$ cat config.mk
export PLATFORM = sky130hd
export DESIGN_NAME = word_entry_controller_flat
export DESIGN_NICKNAME = d
export VERILOG_FILES = /design/src/rtl/word_entry_controller_pkg.sv /design/src/rtl/word_entry_controller_if.sv /design/src/rtl/word_entry_controller_scan_code_classifier.sv /design/src/rtl/word_entry_controller.sv /design/src/flat_wrapper.sv
export SDC_FILE = /design/constraint.sdc
export NUM_CORES = 1
export LEC_CHECK = 0
export ABC_CLOCK_PERIOD_IN_PS = 5200
export CORE_AREA = 2 2 94 132
export CTS_BUF_LIST = sky130_fd_sc_hd__clkbuf_4 sky130_fd_sc_hd__clkbuf_8
export DETAILED_ROUTE_END_ITERATION = 10
export DIE_AREA = 0 0 96 134
export MAX_ROUTING_LAYER = met4
export PLACE_DENSITY_LB_ADDON = 0.05
export SYNTH_ARGS = -nofsm -noshare
export SYNTH_HDL_FRONTEND = slang
export SYNTH_HIERARCHICAL = 1
export SYNTH_SLANG_ARGS = --single-unit
export TNS_END_PERCENT = 20
$ cat constraint.sdc
create_clock -name clk -period 5.2 [get_ports clk]
set_input_delay 1.3 -clock clk [delete_from_list [all_inputs] [get_ports clk]]
set_output_delay 1.3 -clock clk [all_outputs]
set_load 0.005 [all_outputs]
$ cat src/rtl/word_entry_controller_pkg.sv
// rtl/word_entry_controller_pkg.sv - shared scan codes, key classes, states and LED layout
package word_entry_controller_pkg;

  localparam logic [7:0] SC_BKSP  = 8'h66;
  localparam logic [7:0] SC_ENTER = 8'h5A;
  localparam logic [7:0] SC_ESC   = 8'h76;
  localparam logic [7:0] SC_BREAK = 8'hF0;

  localparam logic [1:0] MODE_ID = 2'd2;

  localparam int LED_MODE_LSB  = 14;
  localparam int LED_COUNT_LSB = 11;
  localparam int LED_ERR_BIT   = 10;
  localparam int LED_FULL_BIT  = 9;
  localparam int LED_VALID_BIT = 8;

  typedef enum logic [2:0] {
    KC_NONE,
    KC_CHAR,
    KC_BKSP,
    KC_ENTER,
    KC_ESC,
    KC_BREAK,
    KC_OTHER
  } key_class_e;

  typedef enum logic [1:0] {
    ST_IDLE,
    ST_ENTRY,
    ST_FULL,
    ST_COMMIT
  } state_e;

  function automatic state_e state_from_count(input logic [2:0] cnt, input logic [2:0] depth);
    if (cnt == 3'd0)       return ST_IDLE;
    else if (cnt >= depth) return ST_FULL;
    else                   return ST_ENTRY;
  endfunction

endpackage

$ cat src/rtl/word_entry_controller_if.sv
// rtl/word_entry_controller_if.sv - committed-word valid/ready handshake
interface word_entry_controller_if;
  logic        commitValid;
  logic        commitReady;
  logic [31:0] commitWord;

  modport master (output commitValid, output commitWord, input commitReady);
  modport slave  (input commitValid, input commitWord, output commitReady);
endinterface

$ cat src/rtl/word_entry_controller_scan_code_classifier.sv
// rtl/word_entry_controller_scan_code_classifier.sv - scan code to key class; F0 is BREAK only with BREAK_CODE_FILTER_EN
module scan_code_classifier
  import word_entry_controller_pkg::*;
(
  input  logic [7:0] code_i,
  output key_class_e class_o
);

  always_comb begin
    class_o = KC_OTHER;
    case (code_i)
      8'h00:    class_o = KC_NONE;
      8'h1C, 8'h24, 8'h43, 8'h44, 8'h3C, 8'h32, 8'h21, 8'h23, 8'h2B,
      8'h34, 8'h33, 8'h4B, 8'h31, 8'h4D, 8'h2D, 8'h1B, 8'h2C:
                class_o = KC_CHAR;
      SC_BKSP:  class_o = KC_BKSP;
      SC_ENTER: class_o = KC_ENTER;
      SC_ESC:   class_o = KC_ESC;
`ifdef BREAK_CODE_FILTER_EN
      SC_BREAK: class_o = KC_BREAK;
`endif
      default:  class_o = KC_OTHER;
    endcase
  end

endmodule

$ cat src/rtl/word_entry_controller.sv
// rtl/word_entry_controller.sv - multi-character word entry with commit handshake; optional BREAK_CODE_FILTER_EN
module word_entry_controller
  import word_entry_controller_pkg::*;
#(
  parameter int DEPTH = 4
) (
  input  logic                           clk,
  input  logic                           rst_n,
  input  logic                           enable,
  input  logic [7:0]                     key,
  word_entry_controller_if.master        commit,
  output logic [31:0]                    displayOutput,
  output logic [15:0]                    ledOutput
);

  localparam logic [2:0] DEPTH_C = 3'(DEPTH);

  logic [31:0] buffer_q;
  logic [2:0]  count_q;
  state_e      state_q;
  logic [7:0]  key_prev_q;
  logic        err_q;
  logic        valid_q;
  logic [31:0] word_q;
`ifdef BREAK_CODE_FILTER_EN
  logic        break_q;
`endif

  key_class_e kclass;
  logic       key_evt;

  scan_code_classifier u_classifier (
    .code_i  (key),
    .class_o (kclass)
  );

  assign key_evt = enable && (key != 8'h00) && (key != key_prev_q);

  always_ff @(posedge clk or negedge rst_n) begin
    if (!rst_n) begin
      buffer_q   <= '0;
      count_q    <= '0;
      state_q    <= ST_IDLE;
      key_prev_q <= '0;
      err_q      <= 1'b0;
      valid_q    <= 1'b0;
      word_q     <= '0;
`ifdef BREAK_CODE_FILTER_EN
      break_q    <= 1'b0;
`endif
    end else begin
      key_prev_q <= key;
      if (state_q == ST_COMMIT) begin
        // Keys are ignored here; only the consumer's ready ends the commit.
        if (commit.commitReady) begin
          valid_q  <= 1'b0;
          buffer_q <= '0;
          count_q  <= '0;
          state_q  <= ST_IDLE;
        end
      end else if (key_evt) begin
`ifdef BREAK_CODE_FILTER_EN
        if (break_q) break_q <= 1'b0;
        else if (kclass == KC_BREAK) break_q <= 1'b1;
        else
`endif
        case (kclass)
          KC_CHAR: begin
            if (count_q < DEPTH_C) begin
              buffer_q <= {buffer_q[23:0], key};
              count_q  <= count_q + 3'd1;
              err_q    <= 1'b0;
              state_q  <= state_from_count(count_q + 3'd1, DEPTH_C);
            end else begin
              err_q <= 1'b1;
            end
          end
          KC_BKSP: begin
            if (count_q != 3'd0) begin
              buffer_q <= {8'h00, buffer_q[31:8]};
              count_q  <= count_q - 3'd1;
              state_q  <= state_from_count(count_q - 3'd1, DEPTH_C);
            end
          end
          KC_ESC: begin
            buffer_q <= '0;
            count_q  <= '0;
            err_q    <= 1'b0;
            state_q  <= ST_IDLE;
          end
          KC_ENTER: begin
            if (count_q != 3'd0) begin
              word_q  <= buffer_q;
              valid_q <= 1'b1;
              state_q <= ST_COMMIT;
            end
          end
          KC_OTHER: err_q <= 1'b1;
          default: ;
        endcase
      end
    end
  end

  assign commit.commitValid = valid_q;
  assign commit.commitWord  = word_q;
  assign displayOutput      = buffer_q;

  always_comb begin
    ledOutput = '0;
    ledOutput[LED_MODE_LSB +: 2]  = MODE_ID;
    ledOutput[LED_COUNT_LSB +: 3] = count_q;
    ledOutput[LED_ERR_BIT]        = err_q;
    ledOutput[LED_FULL_BIT]       = (state_q == ST_FULL);
    ledOutput[LED_VALID_BIT]      = valid_q;
  end

endmodule

$ cat src/flat_wrapper.sv
// flat-port wrapper written by rule: the top's interface ports become plain ports
module word_entry_controller_flat import word_entry_controller_pkg::*;
#(
  parameter int DEPTH = 4
)
  (clk, rst_n, enable, key, displayOutput, ledOutput, commit_commitValid, commit_commitWord, commit_commitReady);
  word_entry_controller_if commit_i ();
  input  logic clk;
  input  logic rst_n;
  input  logic enable;
  input  logic [7:0] key;
  output logic [31:0] displayOutput;
  output logic [15:0] ledOutput;
  output wire logic [$bits(commit_i.commitValid)-1:0] commit_commitValid;
  output wire logic [$bits(commit_i.commitWord)-1:0] commit_commitWord;
  input wire logic [$bits(commit_i.commitReady)-1:0] commit_commitReady;
  assign commit_commitValid = commit_i.commitValid;
  assign commit_commitWord = commit_i.commitWord;
  assign commit_i.commitReady = commit_commitReady;
  word_entry_controller #(.DEPTH(DEPTH)) u_core (.clk(clk), .rst_n(rst_n), .enable(enable), .key(key), .commit(commit_i), .displayOutput(displayOutput), .ledOutput(ledOutput));
endmodule
=== Word level (Yosys, flattened, before mapping) ===
Index checks and enable logic that the tools add are counted.

* $add $sub $neg: 2
* Order comparisons: 3
* Eq/ne operators: 32
* Muxes and demuxes: 31
* Bitwise operators: 1
* Reduce and logical (&&, ||, !) cells: 19

{| class="wikitable"
|+ Operator list
! operator !! number
|-
| $mux W32 || 5
|-
| $pmux W32 S3 || 1
|-
| $eq A8 B6 Y1 const B || 11
|-
| $eq A8 B7 Y1 const B || 7
|-
| $mux W2 || 10
|-
| $reduce_or A17 Y1 || 1
|-
| $eq A8 B5 Y1 const B || 2
|-
| $mux W3 || 5
|-
| $pmux W3 S5 || 1
|-
| $ne A3 B1 Y1 const B || 3
|-
| $pmux W3 S3 || 1
|-
| $logic_not A8 Y1 || 1
|-
| $ne A8 B8 Y1 || 1
|-
| $pmux W2 S4 || 1
|-
| $reduce_and A4 Y1 || 2
|-
| $reduce_bool A8 Y1 || 1
|-
| $eq A3 B2 Y1 const B || 2
|-
| $eq A3 B3 Y1 const B || 2
|-
| $ge A3 B3 Y1 const B || 2
|-
| $logic_not A3 Y1 || 2
|-
| $mux W1 || 6
|-
| $reduce_and A6 Y1 || 1
|-
| $reduce_bool A2 Y1 || 3
|-
| $reduce_bool A3 Y1 || 2
|-
| 13 further kinds || 15
|}

* Register bits after elaboration: 79
* Input port bits: 12
* Output and inout bits: 81
* Logic and storage cells: 95

=== Depth between registers and ports, before layout ===
Gate-level depths: netlist of the first run.

* Depth in word-level cells: 8
* Depth in mapped cells: 15

=== Cells and area by module ===
Netlist of the first run, hierarchy kept.

{| class="wikitable"
|+ Modules (own cells, without submodules)
! module !! times used !! cells an instance !! area an instance (um2)
|-
| word_entry_controller || 1 || 271 || 3717.3
|-
| scan_code_classifier || 1 || 42 || 285.3
|}

=== Worst setup path after synthesis of the first run ===
Ideal clock, no wire load.

* Kind: input port to flip-flop
* Start point: input key[2]
* End point: register u_core.buffer_q[17], in the netlist u_core/displayOutput[17]
* Setup time: 0.125 ns
* Arrival: 3.740 ns
* Required time: 5.075 ns
* Slack: 1.335 ns
* Cell stages on the path: 14
* Buffers on the path: 4
* Cell sequence: buf_6 and2b_1 nand4_1 a311o_1 a21oi_1 nor2_1 a21o_1 buf_2 or2_1 o221ai_2 a21boi_2 buf_6 buf_8 mux2_4

* Cells in the longest elaborated chain, start to end: 7
* Elaborated cells on any way between the ends: 38

{| class="wikitable"
|+ Ends and longest elaborated chain
! element !! RTL line !! RTL
|-
| start, declared || flat_wrapper.sv:11 || <nowiki>input logic [7:0] key;</nowiki>
|-
| $eq A8 B5 Y1, or another cell as far along || word_entry_controller_scan_code_classifier.sv:11 || <nowiki>case (code_i)</nowiki>
|-
| $reduce_or A17 Y1 || word_entry_controller_scan_code_classifier.sv:11 ||
|-
| $pmux W3 S5 * || word_entry_controller_scan_code_classifier.sv:11 ||
|-
| via u_core.kclass[1] || word_entry_controller.sv:29 || <nowiki>key_class_e kclass;</nowiki>
|-
| $eq A3 B3 Y1, or another cell as far along || word_entry_controller.sv:67 || <nowiki>case (kclass)</nowiki>
|-
| $pmux W32 S3 || word_entry_controller.sv:67 ||
|-
| $mux W32 || word_entry_controller.sv:61 || <nowiki>end else if (key_evt) begin</nowiki>
|-
| $mux W32 || word_entry_controller.sv:53 || <nowiki>if (state_q == ST_COMMIT) begin</nowiki>
|-
| end signal, assigned || word_entry_controller.sv:70 || <nowiki>buffer_q <= {buffer_q[23:0], key};</nowiki>
|-
| end signal, assigned || word_entry_controller.sv:80 || <nowiki>buffer_q <= {8'h00, buffer_q[31:8]};</nowiki>
|-
| end, declared || word_entry_controller.sv:18 || <nowiki>logic [31:0] buffer_q;</nowiki>
|}

The timed path passes the listed nets; every way through them passes the cells marked *. The select of a mux whose other input is x is not followed.
A chain may end at the register's enable or synchronous reset.

=== Worst setup path after layout of the first run ===
* Start point: input key[5]
* End point: register u_core.buffer_q[3], in the netlist u_core/displayOutput[3]

Same word-level chain as after synthesis.

==> results of run 1 <==
## worst paths after layout
kind                                                 to  slack [ns]  cells after the start
setup / recovery                u_core/displayOutput[3]        0.71                     13
hold reg to reg            u_core/commit.commitWord[30]        0.50                      1
max in group asynchronous          u_core/key_prev_q[4]        3.40                      1
hold / removal             u_core/commit.commitWord[30]        0.50                      1
setup reg to reg               u_core/displayOutput[30]        3.04                      5
min in group asynchronous  u_core/commit.commitWord[13]        1.10                      1
## routing by layer
metal  routed length [µm]  GRT usage
met5                    0          -
met4                  191     0.0738
met1                 4670      0.223
met2                 4900      0.241
met3                  351     0.0270
## flip-flops by register name, summed over array words and instances (netlist names)
name	cells
u_core/commit.commitValid	1
u_core/key_prev_q	8
u_core/err_q	1
u_core/displayOutput	32
u_core/state_q	2
u_core/count_q	3
u_core/commit.commitWord	32
## layout make-up
class / instances / area [µm²]
fill: 1126 / 6540
sequential: 79 / 1980
multi-input combinational: 207 / 1810
timing repair buffer: 92 / 918
tap: 147 / 184
clock buffer: 10 / 131
clock inverter: 6 / 109
inverter: 8 / 30.0
## cell families after synthesis
kind of cell / count (synthesis)
compound gates: 68
xor+xnor: 11
fa+ha+maj: 5
buf+inv: 35
flops: 79
mux: 61
other cells: 2
simple gates: 52
## per-stage QoR
step / setup slack (ns) / utilization / hold WS [ns]
after global routing: 0.559 / 0.441 / 0.523
final: 0.713 / 0.441 / 0.496
after detailed placement: 0.406 / 0.421 / 0.480
after global placement: 0.437 / 0.421 / 0.475
after floorplan: 1.34 / - / 0.471
after CTS: 0.764 / 0.441 / 0.504
## power by group
part	internal, mW	switching [mW]
Clock	0.324	0.231
Sequential	0.728	0.150
Combinational	0.477	0.330
## critical path: stages
cell and delay (ns):
clkdlybuf4s50_1 0.76, nand2b_1 0.14, o21ai_0 0.22, a31oi_1 0.13, o311ai_1 0.38, nor2_1 0.11, a41o_1 0.33, nor2b_4 0.19
a21oi_1 0.10, o221ai_2 0.18, a21boi_4 0.26, buf_12 0.24, mux2_2 0.36
## layout by cell type (no fill, tap or decap), types with 2 or more instances in the layout
master and count:
a21o_1 2, a21oi_1 8, a22o_1 32, a22oi_1 2
a31oi_1 3, and2b_1 3, buf_12 2, buf_4 9
bufinv_16 3, clkbuf_8 9, clkdlybuf4s50_1 81, clkinv_2 2
conb_1 10, dfrtp_1 79, ha_1 5, inv_1 8
mux2_1 2, mux2_2 38, mux2_4 17, mux2i_1 4
nand2_1 9, nand2b_1 4, nand3_1 2, nand4_1 3
nor2_1 11, nor2b_1 2, nor4_1 3, nor4b_1 2
o21a_1 3, o21ai_0 4, o21bai_1 2, xnor2_1 8
xor2_1 3
==> key figures, run 1 <==
STA
  • Setup tns final: 0 ns
  • Final Max Slew Viols: 0
  • Unrepaired setup endpoints after global routing: false
  • Final period utilization: 0.863
  • Fin crit period: 4.49 ns
  • Setup Skew: 0.0120 ns
  • Final setup viols: 0
  • Fin. Hold Viols: 0
  • Worst-Margin Slew: 1.03 ns
  • Rel. slew slack: 0.311
  • Fmax: 223 MHz

Logic synthesis
  • Yosys warnings: 6
  • Syn Inst Count: 313
  • Mux share of post-synthesis cell area: 0.186
  • Share of synthesized flip-flops with an asynchronous set or reset: 1.00
  • Main combinational cell family by area after synthesis: multiplexers
  • Synth area leader: dfrtp_1
  • Synth Area in Simple Gates: 0.0769
  • Synth area leaders: dfrtp_1, mux2_2, a22o_1
  • Number of synthesized flops with an enable pin: 0
  • Synth top area share: 0.494
  • Top cell types by occurrence after synthesis: dfrtp_1, mux2_2, a22o_1
  • Cell with the most instances after synthesis: dfrtp_1
  • Post-synthesis compound-gate area fraction: 0.138
  • Synth Area in Adders: 0.0156
  • Yosys reg bits: 79
  • Mapped cell area: 0.00400 mm²
  • Distinct cells, synth: 57
  • Syn_area_per_cell: 12.8 µm²
  • Synth Area in XOR/XNOR: 0.0241
  • Sequential element share of the synthesized area: 0.494
  • Top FF cell, synth: dfrtp_1

Die
  • DIE AREA: 0.0129 mm²
  • Cell row count: 47
  • Die height: 134 µm
  • CORE AREA: 0.0117 mm²
  • Starting Density: 0.342
  • Io pins: 93
  • Die Wd: 96 µm

Run
  • Max Cap Viol: 0

Global routing
  • GRT Residual Overflow: 0
  • Initial antenna violation count: 0
  • Vias in the first global route: 2944
  • Largest net degree at the start of global routing: 80
  • GRT Resource Usage Total: 0.165
  • Global-route wire length before repair: 15800 µm

Routing
  • DR vias/cell: 5.13
  • Final wirelength: 10100 µm
  • Via count: 2815
  • Initial DRT Pass Iterations: 4
  • DRC violations left: 0
  • DR iter-0 viols: 115
  • Post-route ant nets: 0
  • Routed len/inst: 18.4 µm

Power and ir drop
  • Total chip power: 2.24 mW
  • Max VDD drop: 0.000166 V
  • P_leak: 2.30 nW
  • Cell Pwr Density: 434 mW/mm²

Setup path
  • Setup crit start kind: input port
  • Critical path peak fanout: 26
  • Worst path required time: 5.43 ns
  • Setup crit end kind: flop
  • CP Launch Point: key[5]
  • Crit path kind: input port to flop
  • Worst r2r src: u_core/key_prev_q[1]
  • Arr. time, crit path: 4.72 ns

Placement
  • Port bufs: 82
  • Post-detail-place hpwl: 6690 µm
  • DP Area: 0.00492 mm²
  • Number of cells after detailed placement: 533
  • Final RePlAce weighted congestion: 0.861

Clock tree
  • Hold Buf Count CTS: 0
  • Clock-pin transition on the worst setup and hold timing paths: 0.08 ns
  • Worst-Skew Late Latency: 0.35 ns
  • Cts repair resizes: 0
  • CTS tree: done
  • Cts bufs inserted: 9
  • H-tree Lvls: 3
  • Num Clock Sinks: 79
  • Post-CTS Setup Bufs: 0
  • Clk buf depth: 2
  • Root Buffer: clkbuf_8

Finish
  • Antenna diodes: 0
  • Final Net Count: 414
  • Syn-to-layout area delta: 28.9%
  • Fin cells: 549
  • Fraction of layout cells with a size suffix above 1: 0.231
  • Final Cell Area: 0.00516 mm²

Worst hold path
  • Hold crit path type: flop to flop
  • Min-delay src: u_core/commit.commitWord[30]

Status
  • Status: finished clean
Power figures use the tool's default switching activity.
==> run 2: changes to the inputs <==
--- a/config.mk
+++ b/config.mk
@@ -5,9 +5,10 @@
 export SDC_FILE = /design/constraint.sdc
 export NUM_CORES = 1
 export LEC_CHECK = 0
-export ABC_CLOCK_PERIOD_IN_PS = 5200
+export ABC_CLOCK_PERIOD_IN_PS = 4400
 export CORE_AREA = 2 2 94 132
 export CTS_BUF_LIST = sky130_fd_sc_hd__clkbuf_4 sky130_fd_sc_hd__clkbuf_8
+export CTS_CLUSTER_SIZE = 25
 export DETAILED_ROUTE_END_ITERATION = 10
 export DIE_AREA = 0 0 96 134
 export MAX_ROUTING_LAYER = met4
==> constraint.sdc (replaced) <==
create_clock -name clk -period 4.4 [get_ports clk]
set_input_delay 1.1 -clock clk [delete_from_list [all_inputs] [get_ports clk]]
set_output_delay 1.1 -clock clk [all_outputs]
set_load 0.005 [all_outputs]
==> run 2 against run 1 <==
Net effect:
- final area rose by 1.4%
- routed wire length barely moved
- clock skew fell by 0.0017 ns
- sequential power rose by 17%
- final cell count rose by 1.6%
==> key figures, run 2 (synthesized netlist as in run 1, its figures left out) <==
Global routing
  • Global-route wire length before repair: 16400 µm
  • GRT Resource Usage Total: 0.173
  • GRT Residual Overflow: 0
  • Largest net degree at the start of global routing: 80
  • Initial antenna violation count: 0
  • Vias in the first global route: 3004

Clock tree
  • CTS tree: done
  • Num Clock Sinks: 79
  • Worst-Skew Late Latency: 0.36 ns
  • Cts repair resizes: 0
  • Hold Buf Count CTS: 0
  • Clock-pin transition on the worst setup and hold timing paths: 0.08 ns
  • Post-CTS Setup Bufs: 0
  • Cts bufs inserted: 9
  • H-tree Lvls: 3
  • Clk buf depth: 2
  • Root Buffer: clkbuf_8

Finish
  • Fraction of layout cells with a size suffix above 1: 0.248
  • Fin cells: 558
  • Footprint of the multi-input gates: 0.00181 mm²
  • Area occupied by registers: 0.00198 mm²
  • Most common cell after layout, fill and taps aside: clkdlybuf4s50_1
  • Fill count: 1095
  • Syn-to-layout area delta: 30.7%
  • Most frequent cells in the layout: clkdlybuf4s50_1, dfrtp_1, mux2_2
  • Final Net Count: 424
  • Antenna diodes: 0

Setup path
  • Critical-path cell list: clkdlybuf4s50_1 > buf_4 > nor4b_1 > o21ai_0 > o311ai_1 > nor2_1 > a41o_1 > nor2b_4 > a21oi_1 > o221ai_2 > a21boi_4 > buf_12 > mux2_2
  • Setup crit start kind: input port
  • Critical path peak fanout: 15
  • Setup crit end kind: flop
  • Crit path kind: input port to flop
  • Worst path required time: 4.65 ns
  • Critical path's slowest cell: clkdlybuf4s50_1
  • Arr. time, crit path: 4.18 ns
  • Largest stage delay, worst path: 0.61 ns

Routing
  • Via count: 2847
  • Initial DRT Pass Iterations: 4
  • Final wirelength: 10100 µm
  • DR vias/cell: 5.10
  • Post-route ant nets: 0
  • DR iter-0 viols: 119
  • Routed len/inst: 18.1 µm
  • DRC violations left: 0

Die
  • Io pins: 93
  • CORE AREA: 0.0117 mm²
  • Die height: 134 µm
  • Starting Density: 0.342
  • Cell row count: 47
  • DIE AREA: 0.0129 mm²
  • Die Wd: 96 µm

STA
  • Worst-Margin Slew: 1.03 ns
  • Final period utilization: 0.893
  • Final Max Slew Viols: 0
  • Fin crit period: 3.93 ns
  • Setup tns final: 0 ns
  • Final setup viols: 0
  • Fin. Hold Viols: 0
  • Setup Skew: 0.0103 ns
  • Rel. slew slack: 0.313
  • Unrepaired setup endpoints after global routing: false
  • Fmax: 254 MHz

Power and ir drop
  • Cell Pwr Density: 499 mW/mm²
  • P_sw: 0.851 mW
  • Clock Power Share: 0.230
  • Pint: 1.76 mW
  • Sw Share: 0.326
  • Sequential power share: 0.396
  • Combinational power share: 0.374
  • P_leak: 2.33 nW
  • Max VDD drop: 0.000193 V

Placement
  • Post-detail-place hpwl: 6900 µm
  • Final RePlAce weighted congestion: 0.879
  • Number of cells after detailed placement: 543
  • Port bufs: 82

Status
  • Status: finished clean

Run
  • Max Cap Viol: 0

Worst hold path
  • Hold crit path type: flop to flop
## run 2: power groups by stage
stage / clock [mW] / combinational [mW] / sequential [mW]
2_1_floorplan: 0 / 0.592 / 1.00
3_3_place_gp: 0 / 0.974 / 1.05
3_5_place_dp: 0 / 0.983 / 1.05
4_1_cts: 0.617 / 0.989 / 1.04
5_1_grt: 0.647 / 1.06 / 1.06
6_report: 0.601 / 0.976 / 1.03
## run 2: per-layer routing
| layer | up-vias | global-route usage | routed length (µm) |
|---|---|---|---|
| li1 | 1315 | - | - |
| met1 | 1428 | 0.232 | 4660 |
| met2 | 87 | 0.251 | 4740 |
| met3 | 17 | 0.0331 | 415 |
| met4 | 0 | 0.0810 | 289 |
| met5 | - | - | 0 |
## run 2: area by class of cell
class                      count  share of cell area
tap                          147              0.0352
inverter                       8             0.00574
clock buffer                   9              0.0237
clock inverter                 6              0.0165
timing repair buffer         102               0.195
sequential                    79               0.378
multi-input combinational    207               0.346
## run 2: metrics by stage
stage / power (mW) / setup slack (ns) / util / hold slack, ns / area, µm²
after detailed placement: 2.04 / 0.0838 / 0.429 / 0.482 / 5020
after CTS: 2.65 / 0.467 / 0.447 / 0.507 / 5230
final: 2.61 / 0.470 / 0.447 / 0.503 / 5230
after floorplan: 1.59 / 0.735 / - / 0.471 / 4030
after global placement: 2.02 / 0.136 / 0.429 / 0.474 / 5020
after global routing: 2.77 / 0.285 / 0.447 / 0.528 / 5230
## run 2: path summary, 6_finish.rpt
kind                                         startpoint                      endpoint  slack [ns]  cells past startpoint
hold reg to reg            u_core/commit.commitWord[30]  u_core/commit.commitWord[30]        0.50                      1
setup / recovery                                 key[4]       u_core/displayOutput[4]        0.47                     13
min in group asynchronous                         rst_n  u_core/commit.commitWord[14]        0.89                      1
setup reg to reg                      u_core/count_q[0]       u_core/displayOutput[4]        2.29                      8
hold / removal             u_core/commit.commitWord[30]  u_core/commit.commitWord[30]        0.50                      1
max in group asynchronous                         rst_n   u_core/commit.commitWord[2]        2.82                      1
## run 2: critical path, delay by kind of cell
kind	cells	cell delay [ns]
compound gates	6	1.08
buf+inv	3	1.05
mux	1	0.35
simple gates	3	0.59
